## config.mk

```make
export PLATFORM = sky130hd
export DESIGN_NAME = d_branch_unit
export DESIGN_NICKNAME = d
export VERILOG_FILES = /design/src/rtl/d_branch_unit.sv
export SDC_FILE = /design/constraint.sdc
export NUM_CORES = 1
export LEC_CHECK = 0
export BUFFER_PORTS_ARGS = -buffer_cell sky130_fd_sc_hd__buf_2
export CORE_UTILIZATION = 42
export DETAILED_ROUTE_END_ITERATION = 16
export HOLD_SLACK_MARGIN = 0.03
export PLACE_DENSITY = 0.78
export SLEW_MARGIN = 15
export SYNTH_ARGS = -nofsm -noshare
export SYNTH_HDL_FRONTEND = slang
export SYNTH_SLANG_ARGS = --single-unit
```

## constraint.sdc

```tcl
create_clock -name clk -period 2.78 [get_ports clk]
set_input_delay 0.695 -clock clk [delete_from_list [all_inputs] [get_ports clk]]
set_output_delay 0.695 -clock clk [all_outputs]
set_load 0.005 [all_outputs]
```

## src/rtl/d_branch_unit.sv

```systemverilog
// ---------------------------------------------------------------------------
// d_branch_unit
//
// Decode-stage branch resolution unit for the 5-stage MIPS pipeline.
//
// The branch condition is evaluated on the forwarded rs/rt operands. From it
// the unit derives three decisions:
//   - jump : the branch is taken
//   - flush: the delay slot is annulled
//   - link : PC+8 is written to $31
//
// A PC-indexed table of saturating counters supplies a taken/not-taken
// prediction, and the unit flags a mispredict whenever that prediction
// disagrees with the resolved outcome.
//
// Ports:
//   clk        in   clock
//   reset      in   synchronous, active-low reset
//   stall      in   D stage stalled; blocks table and statistics updates
//   valid      in   D stage holds a real instruction
//   cmp_op     in   0 none, 1 beq, 2 bne, 3 blez, 4 bgtz, 5 bltz, 6 bgez,
//                   7 bltzal
//   pc         in   PC of the D-stage instruction
//   rs_data    in   forwarded rs operand
//   rt_data    in   forwarded rt operand
//   jump       out  branch condition true
//   flush      out  annul the delay slot (untaken bltzal)
//   link       out  write PC+8 to $31 (any active bltzal)
//   pred_taken out  predictor MSB for the indexed entry
//   mispredict out  prediction disagrees with resolution
//   br_total   out  resolved branch count
//   br_miss    out  mispredict count
//
// Optional feature, macro D_BRANCH_UNIT_STAT_EN:
//   When the macro is defined, br_total and br_miss are saturating counters.
//   When it is undefined, both outputs are tied to 0.
// ---------------------------------------------------------------------------
module d_branch_unit #(
  parameter int WIDTH     = 32,
  parameter int BHT_DEPTH = 16,
  parameter int CNT_BITS  = 2,
  parameter int STAT_BITS = 16
) (
  input  logic                 clk,
  input  logic                 reset,
  input  logic                 stall,
  input  logic                 valid,
  input  logic [2:0]           cmp_op,
  input  logic [WIDTH-1:0]     pc,
  input  logic [WIDTH-1:0]     rs_data,
  input  logic [WIDTH-1:0]     rt_data,
  output logic                 jump,
  output logic                 flush,
  output logic                 link,
  output logic                 pred_taken,
  output logic                 mispredict,
  output logic [STAT_BITS-1:0] br_total,
  output logic [STAT_BITS-1:0] br_miss
);

  localparam int IDX_W = $clog2(BHT_DEPTH);

  // Weakly-not-taken: MSB clear, all lower bits set (0 when CNT_BITS == 1).
  localparam logic [CNT_BITS-1:0] CNT_INIT = CNT_BITS'((1 << (CNT_BITS - 1)) - 1);
  localparam logic [CNT_BITS-1:0] CNT_MAX  = '1;

  logic                act;
  logic                cond;
  logic                rs_neg;
  logic                rs_zero;
  logic                upd;
  logic [IDX_W-1:0]    idx;
  logic [CNT_BITS-1:0] cnt_cur;
  logic [CNT_BITS-1:0] cnt_d;
  logic [CNT_BITS-1:0] cnt_q [BHT_DEPTH];

  // The word-offset bits and the PC bits above the index take no part in
  // the lookup.
  logic unused_pc;
  assign unused_pc = ^{pc[WIDTH-1:IDX_W+2], pc[1:0]};

  assign act     = valid && (cmp_op != 3'd0);
  assign rs_neg  = rs_data[WIDTH-1];
  assign rs_zero = (rs_data == '0);

  // The sign bit and the zero test together cover every signed compare
  // against zero.
  always_comb begin
    cond = 1'b0;
    case (cmp_op)
      3'd1:    cond = (rs_data == rt_data);
      3'd2:    cond = (rs_data != rt_data);
      3'd3:    cond = rs_neg || rs_zero;
      3'd4:    cond = !rs_neg && !rs_zero;
      3'd5:    cond = rs_neg;
      3'd6:    cond = !rs_neg;
      3'd7:    cond = rs_neg;
      default: cond = 1'b0;
    endcase
  end

  assign jump  = act && cond;
  assign link  = act && (cmp_op == 3'd7);
  assign flush = link && !jump;

  // The lookup reads the registered table state, so a branch always sees
  // the pre-update value of its own entry.
  assign idx        = pc[IDX_W+1:2];
  assign cnt_cur    = cnt_q[idx];
  assign pred_taken = act && cnt_cur[CNT_BITS-1];
  assign mispredict = act && (pred_taken != jump);

  assign upd = act && !stall;

  // Saturating increment when taken, saturating decrement when not taken.
  always_comb begin
    cnt_d = cnt_cur;
    if (jump) begin
      if (cnt_cur != CNT_MAX) cnt_d = cnt_cur + CNT_BITS'(1);
    end else begin
      if (cnt_cur != '0) cnt_d = cnt_cur - CNT_BITS'(1);
    end
  end

  always_ff @(posedge clk) begin
    if (!reset) begin
      for (int i = 0; i < BHT_DEPTH; i++) cnt_q[i] <= CNT_INIT;
    end else if (upd) begin
      cnt_q[idx] <= cnt_d;
    end
  end

`ifdef D_BRANCH_UNIT_STAT_EN
  logic [STAT_BITS-1:0] total_q;
  logic [STAT_BITS-1:0] miss_q;

  always_ff @(posedge clk) begin
    if (!reset) begin
      total_q <= '0;
      miss_q  <= '0;
    end else if (upd) begin
      if (total_q != '1) total_q <= total_q + STAT_BITS'(1);
      if (mispredict && (miss_q != '1)) miss_q <= miss_q + STAT_BITS'(1);
    end
  end

  assign br_total = total_q;
  assign br_miss  = miss_q;
`else
  assign br_total = '0;
  assign br_miss  = '0;
`endif

endmodule

```

==> flow_metrics.tcl <==
set metrics [dict create \
    grt_pass1_wl_um 10500 \
    antennaDiodeCount 0 \
    hold_viol 0 \
    syn-cell-area_um2 2660 \
    synth_top_area_cell "edfxtp_1" \
    largest_reg_flops 32 \
    netlist.area_leader.share_pct 36.1 \
    place_inst 419 \
    num_io_pins 140 \
    synth_edf_count 32 \
    rsz0062_at_grt "true" \
    syn_avg_cell_area_um2 10.6 \
    wl_met3_um 572 \
    synthFlopType "edfxtp_1" \
    drtPass1Iterations 4 \
    grt_pass1_vias 2396 \
    tritoncts "done" \
    routedWlPerCell_um 16.7 \
    path_delay_family "compound AO/OA/AOI/OAI gates" \
    worstPathBufferInverterCount 3 \
    slew_violations 0 \
    portBuffers 79 \
    viasPerCell 5.42 \
    status "complete, but fails checks" \
    synth.area.top_cells "edfxtp_1 36%, xor2_1 11%, buf_4 9.3%" \
    start_kind "primary input" \
    crit_arrival_ns 2.47 \
    slowest_delay_ns 0.31 \
    cts_sinks 32 \
    required_ns 2.09 \
    cap_violations 0 \
    setup_slack_ns -0.383 \
    die_w_um 81.6 \
    dieArea_um2 6670 \
    wl_met1_um 2550 \
    synthCells 252 \
    crit_chain "buf_2, buf_4, xor2_1, nor4_1, nand4_1, a211o_1, a21o_1, mux2_4, buf_6" \
    min_period_over_period_pct 114 \
    grt_remaining_overflow 0 \
    row_count 28 \
    ir_drop_mv 0.401 \
    num_vias 2349 \
    wirelength_um 7250 \
    slowest_stage "a211o_1" \
    grt_antenna_before_repair 0 \
    path_class "in2out" \
    gp_congestion 0.821 \
    grt_max_degree 17 \
    h-tree-depth 2 \
    dp_slack_ns -0.405 \
    top_regs "cnt_q (32)" \
    yosysWarnings 0 \
    finalClockSkew_ns 0.00481 \
    power_density_nw_per_um2 372 \
    synth_commonest_cells "34 x nand2_1, 33 x buf_4, 32 x edfxtp_1, 32 x xor2_1, 16 x nor4_1" \
    ant_nets 0 \
    numCtsBuffers 5 \
    top_layer_used "met4" \
    fin_cells 433 \
    max_clock_freq_ghz 0.316 \
    min_period_ns 3.16 \
    nFillCells 537 \
    clockBufferDepth 2 \
    drive_gt1_share_pct 45.8 \
    drt-initial-drc-count 64 \
    root_buffer "clkbuf_8" \
    synth_seq_area_share_pct 36.1 \
    power_leakage_uw 0.00138 \
    hp-class "in2reg" \
    initial_core_util_pct 44.2 \
    final_core_util_pct 57.1 \
    synthMostInstantiatedCell "nand2_1" \
    largest_register "cnt_q" \
    finalSetupViolCount 3 \
    die_h_um 81.6 \
    cts.clk_slew.worst_paths_ns 0.06 \
    crit_path_end_kind "primary output" \
    ys_ff_latch 32 \
    crit_fanout 2 \
    drc 0 \
    coreArea_um2 6030 \
    violations "setup timing" \
    grt_usage_pct 21.7 \
    synth_cell_types 44 \
    met2_length_um 3790 \
    areaGrowthSynthToFinish_pct 29.2 \
    final_nets 460 \
    synthArstFlopShare_pct 0 \
    dp_hpwl_um 5360 \
    clk_latency_ns 0.29 \
]
cell families (layout without fill, tap and decap cells):
logic type      after synthesis  after routing  share of synthesized area (%)
other cells                   1             32                          0.141
fa+ha+maj                     1              1                          0.423
simple gates                103            103                           21.6
flops                        32             32                           36.1
xor+xnor                     33             33                           10.9
mux                           9              9                           7.47
buf+inv                      44            119                           12.8
compound gates               29             29                           10.7
layer usage:
layer / up-vias / GRT usage (%)
li1: 1073 / -
met1: 1114 / 20.2
met2: 134 / 43.7
met3: 28 / 4.33
met4: 0 / 11.2
met5: - / 0
through the flow:
stage / hold WS, ns / TNS [ns] / cell area (um2) / power, uW
2_1_floorplan: 1.06 / -0.0259 / 2800 / 787
3_3_place_gp: 1.22 / -1.60 / 3190 / 907
3_5_place_dp: 1.23 / -2.77 / 3190 / 918
4_1_cts: 0.937 / -0.735 / 3370 / 1260
5_1_grt: 0.947 / -1.25 / 3440 / 1330
6_report: 0.943 / -1.07 / 3440 / 1280
cell type report:
class	count	area [um2]	area share [%]
clock buffer	7	76.3	2.22
clock inverter	1	3.75	0.109
multi-input combinational	207	1580	45.9
sequential	32	961	27.9
tap	75	93.8	2.73
timing repair buffer	111	727	21.1
worst register-to-register path, cell delays in order, from the launching register on:
cell	delay, ns
edfxtp_1	0.37
mux4_2	0.47
a22oi_1	0.17
and3_1	0.23
buf_4	0.16
nor2_4	0.05
a211oi_4	0.25
buf_12	0.20
nor3_1	0.07
path summary, 6_finish.rpt:
kind              depth (start not counted)         start  slack (ns)          end
hold reg to reg                           7  cnt_q[10][0]        1.34  cnt_q[9][1]
setup reg to reg                          8   cnt_q[3][1]        0.54  cnt_q[3][1]
hold / removal                            3         reset        0.94  cnt_q[6][1]
setup / recovery                          9   rs_data[22]       -0.38   mispredict
what timing repair did:
action,CTS,global route
pin swaps,14,7
gates resized for setup,11,11
setup buffers,4,2
setup endpoints to repair,3,4
hold buffers,0,0
cell usage in the layout, fill, tap and decap left out, types with 7 or more instances in the layout:
cell type	Yosys	routed
buf_2	2	73
nand2_1	34	33
conb_1	1	32
edfxtp_1	32	32
xor2_1	32	31
buf_4	33	27
o21bai_2	10	10
nor3_2	10	10
nor4_1	16	8
nand3_1	8	8
nor4_2	0	7
nor2_1	7	7
report_power, final:
part           internal, uW  leakage (uW)  switching [uW]
Sequential              542      0.000288            3.40
Clock                   174     0.0000399             164
Combinational           177       0.00105             220
Total                   893       0.00138             387
Power figures use the tool's default switching activity.
